`src/rtl/rf_pkg.sv`:
```
// Shared constants and packed-port helpers for the register file.
package rf_pkg;

  localparam int unsigned RF_DATA_W = 32;
  localparam int unsigned RF_ADDR_W = 4;
  localparam int unsigned RF_DEPTH  = 16;
  localparam int unsigned RF_CNT_W  = 2;

  function automatic int unsigned lsb(
    input int unsigned idx,
    input int unsigned w
  );
    return idx * w;
  endfunction

endpackage

```
`src/rtl/rf_scoreboard.sv`:
```
// Per-register in-flight counters, issue stall and sticky underflow error.
module rf_scoreboard
  import rf_pkg::*;
#(
  parameter int ADDR_W = RF_ADDR_W,
  parameter int DEPTH  = RF_DEPTH,
  parameter int CNT_W  = RF_CNT_W
) (
  input  logic              clk,
  input  logic              rst,
  input  logic              issue_en_i,
  input  logic [ADDR_W-1:0] issue_dest_i,
  input  logic              wb_en_i,
  input  logic [ADDR_W-1:0] wb_addr_i,
  output logic              issue_stall_o,
  output logic              sb_err_o,
  output logic [DEPTH-1:0]  pend_o,
  output logic [DEPTH-1:0]  last_o
);

  localparam logic [CNT_W-1:0] MAX = '1;

  logic [CNT_W-1:0] cnt_q [DEPTH];
  logic [CNT_W-1:0] cnt_d [DEPTH];
  logic             err_q, err_d;
  logic             full_hit, inc;
  logic             is_hit, wb_hit;

  always_comb begin
    full_hit = 1'b0;
    for (int r = 0; r < DEPTH; r++)
      if (issue_dest_i == ADDR_W'(r) && cnt_q[r] == MAX)
        full_hit = 1'b1;
  end

  // A landing write-back to the same register frees the slot this cycle
  assign issue_stall_o = issue_en_i && full_hit &&
                         !(wb_en_i && wb_addr_i == issue_dest_i);
  assign inc = issue_en_i && !issue_stall_o;

  always_comb begin
    cnt_d  = cnt_q;
    err_d  = err_q;
    is_hit = 1'b0;
    wb_hit = 1'b0;
    for (int r = 0; r < DEPTH; r++) begin
      is_hit = inc && issue_dest_i == ADDR_W'(r);
      wb_hit = wb_en_i && wb_addr_i == ADDR_W'(r);
      if (is_hit && !wb_hit)
        cnt_d[r] = cnt_q[r] + 1'b1;
      else if (wb_hit && !is_hit) begin
        if (cnt_q[r] != '0)
          cnt_d[r] = cnt_q[r] - 1'b1;
        else
          err_d = 1'b1;
      end
    end
  end

  always_comb begin
    pend_o = '0;
    last_o = '0;
    for (int r = 0; r < DEPTH; r++) begin
      pend_o[r] = cnt_q[r] != '0;
      last_o[r] = cnt_q[r] == CNT_W'(1);
    end
  end

  always_ff @(posedge clk) begin
    if (rst) begin
      cnt_q <= '{default: '0};
      err_q <= 1'b0;
    end else begin
      cnt_q <= cnt_d;
      err_q <= err_d;
    end
  end

  assign sb_err_o = err_q;

endmodule

```
`src/rtl/reg_file_sb.sv`:
```
// Register file with combinational reads and in-flight scoreboard.
// Optional write-through forwarding: define RF_BYPASS_EN.
module reg_file_sb
  import rf_pkg::*;
#(
  parameter int DATA_W = RF_DATA_W,
  parameter int ADDR_W = RF_ADDR_W,
  parameter int DEPTH  = RF_DEPTH,
  parameter int NUM_RD = 2,
  parameter int CNT_W  = RF_CNT_W
) (
  input  logic                     clk,
  input  logic                     rst,
  input  logic [NUM_RD*ADDR_W-1:0] rd_addr,
  output logic [NUM_RD*DATA_W-1:0] rd_data,
  output logic [NUM_RD-1:0]        rd_hazard,
  input  logic                     wb_en,
  input  logic [ADDR_W-1:0]        wb_addr,
  input  logic [DATA_W-1:0]        wb_data,
  input  logic                     issue_en,
  input  logic [ADDR_W-1:0]        issue_dest,
  output logic                     issue_stall,
  output logic                     sb_err
);

  logic [DATA_W-1:0] data_q [DEPTH];
  logic [DEPTH-1:0]  pend;
  logic [DEPTH-1:0]  last;
  logic [ADDR_W-1:0] a;

  rf_scoreboard #(
    .ADDR_W (ADDR_W),
    .DEPTH  (DEPTH),
    .CNT_W  (CNT_W)
  ) u_sb (
    .clk           (clk),
    .rst           (rst),
    .issue_en_i    (issue_en),
    .issue_dest_i  (issue_dest),
    .wb_en_i       (wb_en),
    .wb_addr_i     (wb_addr),
    .issue_stall_o (issue_stall),
    .sb_err_o      (sb_err),
    .pend_o        (pend),
    .last_o        (last)
  );

  always_ff @(posedge clk) begin
    if (rst)
      data_q <= '{default: '0};
    else
      for (int r = 0; r < DEPTH; r++)
        if (wb_en && wb_addr == ADDR_W'(r))
          data_q[r] <= wb_data;
  end

`ifdef RF_BYPASS_EN
  logic wb_fwd;

  always_comb begin
    rd_data   = '0;
    rd_hazard = '0;
    a         = '0;
    wb_fwd    = 1'b0;
    for (int i = 0; i < NUM_RD; i++) begin
      a      = rd_addr[lsb(i, ADDR_W) +: ADDR_W];
      wb_fwd = wb_en && wb_addr == a;
      for (int r = 0; r < DEPTH; r++)
        if (a == ADDR_W'(r)) begin
          rd_data[lsb(i, DATA_W) +: DATA_W] =
            wb_fwd ? wb_data : data_q[r];
          rd_hazard[i] = pend[r] && !(wb_fwd && last[r]);
        end
    end
  end
`else
  logic unused_last;
  assign unused_last = ^last;

  always_comb begin
    rd_data   = '0;
    rd_hazard = '0;
    a         = '0;
    for (int i = 0; i < NUM_RD; i++) begin
      a = rd_addr[lsb(i, ADDR_W) +: ADDR_W];
      for (int r = 0; r < DEPTH; r++)
        if (a == ADDR_W'(r)) begin
          rd_data[lsb(i, DATA_W) +: DATA_W] = data_q[r];
          rd_hazard[i] = pend[r];
        end
    end
  end
`endif

endmodule

```
`config.mk`:
```
export PLATFORM = sky130hd
export DESIGN_NAME = reg_file_sb
export DESIGN_NICKNAME = d
export VERILOG_FILES = /design/src/rtl/rf_pkg.sv /design/src/rtl/rf_scoreboard.sv /design/src/rtl/reg_file_sb.sv
export SDC_FILE = /design/constraint.sdc
export NUM_CORES = 2
export LEC_CHECK = 0
export ABC_AREA = 1
export CORE_MARGIN = 10
export CORE_UTILIZATION = 50
export CTS_CLUSTER_SIZE = 14
export DETAILED_ROUTE_END_ITERATION = 8
export GPL_TIMING_DRIVEN = 0
export PLACE_DENSITY = 0.65
export SYNTH_ARGS = -nofsm -noshare
export SYNTH_HDL_FRONTEND = slang
export SYNTH_SLANG_ARGS = --single-unit
```
`constraint.sdc`:
```
create_clock -name clk -period 2.6 [get_ports clk]
set_input_delay 0.26 -clock clk [delete_from_list [all_inputs] [get_ports clk]]
set_output_delay 0.26 -clock clk [all_outputs]
set_load 0.01 [all_outputs]
```
Yosys cells after proc, flatten, opt, wreduce, memory -nomap -nowiden
Index checks and enable logic that the tools add are counted.

Register bits after elaboration: 545. Bits in latches: 0. Bits in writable memories: 0. Bits in read-only memories: 0. Input bits: 52. Output and inout port bits: 68. Word-level logic and storage cells: 504. Memories kept: 0.

Add/sub/neg operators: 32. Multiply operators: 0. Divide/modulo/power cells: 0. Order comparisons: 0. Equality and inequality tests: 77. Shift operators: 0. Mux-type cells: 176. Bitwise operators: 0. Reduce and logical (&&, ||, !) cells: 186.

Operators by type and width (number): $mux W32 (32); $eq A4 B4 Y1 const B (32); $mux W1 (96); $mux W2 (48); $reduce_bool A2 Y1 (48); $logic_and A1 B1 Y1 (84); $eq A4 B3 Y1 const B (16); $logic_not A1 Y1 (34); $add A2 B1 Y2 const B (16); $eq A2 B2 Y1 const B (16); $eq A4 B2 Y1 const B (8); $reduce_and A2 Y1 (16); $sub A2 B1 Y2 const B (16); $eq A4 B1 Y1 const B (4); $logic_not A4 Y1 (4); $eq A4 B4 Y1 (1).

Logic depth before layout (Yosys ltp)
Depth after elaboration: 72. Mapped depth: 18. Depth with buffers taken out: 18.

Modules after synthesis
From an unflattened synthesis, not the netlist that was laid out.

Cells, all modules: 4652. Area, all modules: 29751.0 um2.

By module, submodules not included: reg_file_sb (times used 1, cells each 4172, area each 26302.7 um2, seq. area each 10249.8 um2); rf_scoreboard (times used 1, cells each 480, area each 3448.3 um2, seq. area each 660.6 um2).

Worst setup path after synthesis
No wires, ideal clock.

Path kind: input port to flip-flop. Start point: in issue_dest[1]. End point: reg u_sb.err_q, in the netlist u_sb.sb_err_o. Library setup time: 0.081 ns. Data arrival time: 2.172 ns. Data required time: 2.519 ns. Path slack: 0.347 ns. Stages on the path: 16. Buffers on the path: 1. Cells stage by stage: inv_1 -> nor2_1 -> nand2_1 -> o22ai_1 -> nor2_1 -> nand2_1 -> nor2_1 -> or2_4 -> nand2_4 -> buf_8 -> nor2_1 -> ha_1 -> or2_2 -> o21ai_0 -> a211oi_1 -> a41oi_1.

Word-level cells in the longest chain between the ends: 72. Elaborated cells between the ends (all ways): 166. Classes of those cells: eq/ne (16); mux (63); reduce/logical (87).

Ends and longest elaborated chain: start: declaration (line reg_file_sb.sv:21) `input logic [ADDR_W-1:0] issue_dest,`; $logic_not A4 Y1 (line rf_scoreboard.sv:32, rf_scoreboard.sv:47); $logic_and A1 B1 Y1 (line rf_scoreboard.sv:32) `if (issue_dest_i == ADDR_W'(r) && cnt_q[r] == MAX)`; $mux W1 (16 in series) (line rf_scoreboard.sv:32); $logic_and A1 B1 Y1 (2 in series) (line rf_scoreboard.sv:37) `assign issue_stall_o = issue_en_i && full_hit &&`; $logic_not A1 Y1 (line rf_scoreboard.sv:39) `assign inc = issue_en_i && !issue_stall_o;`; $logic_and A1 B1 Y1 (line rf_scoreboard.sv:39); $logic_and A1 B1 Y1 (line rf_scoreboard.sv:47) `is_hit = inc && issue_dest_i == ADDR_W'(r);`; $logic_not A1 Y1 (line rf_scoreboard.sv:51) `else if (wb_hit && !is_hit) begin`; [40 not listed]; $mux W1 (line rf_scoreboard.sv:51); $mux W1 (line rf_scoreboard.sv:49) `if (is_hit && !wb_hit)`; $mux W1 (line rf_scoreboard.sv:52) `if (cnt_q[r] != '0)`; $mux W1 (line rf_scoreboard.sv:51); $mux W1 (line rf_scoreboard.sv:49); $mux W1 (line rf_scoreboard.sv:52); $mux W1 (line rf_scoreboard.sv:51); $mux W1 (*) (line rf_scoreboard.sv:49); end signal: assignment (line rf_scoreboard.sv:75) `err_q <= err_d;`; end: declaration (line rf_scoreboard.sv:25) `logic err_q, err_d;`.

Mark *: on every way between the ends. The rest lies on a longest branch, timed or not. A chain may end at the register's enable or synchronous reset.

Final worst setup path
Start point: in rd_addr[7]. End point: out rd_data[51].

Word-level cells in the longest chain between the ends: 17. Elaborated cells between the ends (all ways): 32. Classes of those cells: eq/ne (15); mux (16); reduce/logical (1).

Ends and longest elaborated chain: start: declaration (line reg_file_sb.sv:14) `input logic [NUM_RD*ADDR_W-1:0] rd_addr,`; $logic_not A4 Y1 (line reg_file_sb.sv:87) `if (a == ADDR_W'(r)) begin`; $mux W32 (15 in series) (line reg_file_sb.sv:87); $mux W32 (*) (line reg_file_sb.sv:87); end: declaration (line reg_file_sb.sv:15) `output logic [NUM_RD*DATA_W-1:0] rd_data,`.

Marked as above.

==> results.toml <==
[run_status]
status = "finished, violations left"
violations = "setup timing"

[route]
ant_nets = 0
vias = 33400
post_drt_wl_per_cell_um = 24.7
routed_wl_um = 136000
routed_via_density = 6.03
drc = 0
drt_iter0_markers = 5271
firstDrtPassIters = 8

[synth]
synth_area_leaders = "dfxtp_1 38%, nand2_1 20%, a21oi_1 8.0%"
yosys_warnings = 0
synth_area_um2 = 28600
postSynthCellCount = 4550
yosysUniqueCellTypes = 36
syn_avg_cell_area_um2 = 6.29
synthFlopType = "dfxtp_1"
yosys.area.top_type = "dfxtp_1"
synth_edf_count = 0
synth_seq_area_share = 0.381
async_flop_share = 0
syn_nets = 4634
ys_seq_elements = 545
synth_top_area_share = 0.381

[grt]
grt_pass1_wl_um = 194000
met1_usage = 0.513
antenna_found_initial = 1
grt_overflow = 0
met2_usage = 0.577
grtUsageMet3 = 0.0964
busiest_layer = "met2"
grt_pass1_vias = 29900
grt_use_total = 0.388
grt_max_degree = 20

[worst_setup_path]
arrival_ps = 2550
r2r_slack_ps = 90
worstSetupEndpointType = "output port"
critical_path_class = "input pin to output port"
crit_required_ps = 2340
cp_max_fo = 10
start_kind = "input pin"

[clock_tree]
cts-buffers-inserted = 60
clock-root-buffer = "clkbuf_16"
cts_sinks = 545
clk_pin_slew_worst_paths_ps = 60
clockBufferDepth = 3
worstSkewPairLatency_ps = 640
tritoncts = "done"
htree_levels = 2

[timing]
maxSlewHeadroom = 0.152
period_share = 1.08
hold_viol_final = 0
setup_violations = 8
slew_viol_final = 0
skew_ps = 5.19
max_freq_ghz = 0.355
worst_pin_slew_ps = 1270
hold_ws_ps = 71.9
finalCriticalPeriod_ps = 2810
grt_setup_unrepaired = "yes"
setup_ws_ps = -214

[die]
boundaryPins = 120
core_region_area_um2 = 56500
die_y_um = 259
dieWidth_um = 259
rows = 87
dieArea_um2 = 67200
initial_utilization = 0.506

[pwr]
irDropWorstVdd_mv = 0.539
power.density_nw_per_um2 = 564
p_leak_uw = 0.0123

[finish]
fin_cells = 5533
area_delta_synth_final_pct = 18.9
drive_gt1_frac = 0.139
num-nets-final = 4815
fillCellCount = 5573

[min_path]
hp-class = "input pin to flip-flop"

[place]
gp_congestion = 1.01
dp_cells = 5391
dpl.hpwl_um = 106000
port_buffers = 85

[job]
drv_cap = 0
[cell type report]
cell class,instances,area [µm²],share of cell area
Clock inverter,12,85.1,0.00250
Antenna cell,1,2.50,0.0000736
Buffer,329,1700,0.0500
Inverter,308,1200,0.0353
Sequential cell,545,10900,0.322
Tap cell,756,946,0.0278
Timing Repair Buffer,130,983,0.0289
Multi-Input combinational cell,3357,16300,0.480
Clock buffer,95,1820,0.0536
[final timing paths]
kind | startpoint | to | cells past startpoint
hold reg to reg | data_q[190] | data_q[190] | 2
hold / removal | wb_addr[1] | data_q[507] | 4
setup reg to reg | u_sb.cnt_q[30] | u_sb.sb_err_o | 14
setup / recovery | rd_addr[7] | rd_data[51] | 8
[power by group]
| part | leakage [µW] | switching [µW] | internal [µW] |
|---|---|---|---|
| Combinational | 0.00694 | 1550 | 488 |
| Clock | 0.000951 | 3730 | 4850 |
| Sequential | 0.00441 | 80.3 | 8470 |
| Total | 0.0123 | 5360 | 13800 |
[layout by cell type, fill, tap and decap left out, types with 7 or more instances in the layout]
cell type,count
nand3_1,250
dfxtp_2,19
nor3_1,17
nand2_2,28
o21ai_0,39
ha_2,7
buf_1,16
nor2_2,91
nand2_1,1487
dfxtp_1,524
or2_2,20
clkbuf_2,57
a21oi_1,454
clkinv_2,11
clkbuf_16,62
nand2_4,13
clkbuf_1,197
buf_2,57
clkdlybuf4s50_1,9
clkbuf_4,36
ha_1,22
buf_4,56
or2_0,17
clkdlybuf4s15_1,7
inv_2,24
nor3_2,28
nor2_4,41
dlygate4sd2_1,9
a211oi_1,156
inv_1,269
clkinvlp_4,7
nand3_2,26
clkbuf_8,23
nor3b_1,13
buf_6,16
nor2_1,438
nand4_1,171
[cell families (layout without fill, tap and decap cells)]
group	after synthesis	count (layout)	share of synthesized area
simple gates	2652	2653	0.385
compound gates	671	671	0.132
buf+inv	649	874	0.0870
flops	545	545	0.381
fa+ha+maj	32	32	0.0140
xor+xnor	1	1	0.000306
other cells	0	1	0
[synthesized netlist by cell type, types with 2 or more instances]
library cell	count
a211oi_1	157
a21oi_1	455
a221oi_1	2
buf_1	30
buf_2	34
clkbuf_1	276
clkinv_1	4
dfxtp_1	545
ha_1	32
inv_1	291
inv_2	13
nand2_1	1528
nand2_2	2
nand3_1	276
nand4_1	171
nor2_1	555
nor2_2	13
nor3_1	47
nor3_2	2
nor3b_1	13
o21ai_0	42
o21ai_1	3
o22ai_1	7
or2_0	17
or2_1	3
or2_2	22
[state kept, by name, indices dropped and copies added, names as in the netlist]
| register | flops |
|---|---|
| data_q | 512 |
| u_sb.cnt_q | 32 |
| u_sb.sb_err_o | 1 |
[critical path, cell delays in order]
cell and delay, ps:
clkdlybuf4s15_2 280, nand2_1 290, nor2_4 300, clkbuf_2 370
clkbuf_4 320, nand2_1 70, nand4_1 100, clkdlybuf4s50_1 550
[metrics by stage]
stage	setup TNS [ps]	cell area [µm²]	worst slack, ps	power, µW	utilization
after global placement	-175110	30400	-1540	10500	0.538
after CTS	-1050	33600	-197	19000	0.594
after global routing	-1050	34000	-252	19500	0.602
final	-727	34000	-214	19200	0.602
after detailed placement	-178530	30400	-1490	10500	0.538
after floorplan	0	28600	347	9630	-
[metal layers]
layer  routed length [µm]  vias up
met3                18600      397
met2                57700     2228
met5                   15        -
met4                 7830        2
li1                     -    15100
met1                52300    15700
[repair_timing]
action                                  4_1_cts  5_1_grt
endpoints found under the setup margin       79       72
gates resized for setup                     656      168
cloned                                        2        0
pin swaps                                   185       93
setup buffers                                29       15
hold buffers                                  0        0
Power figures use the tool's default switching activity.
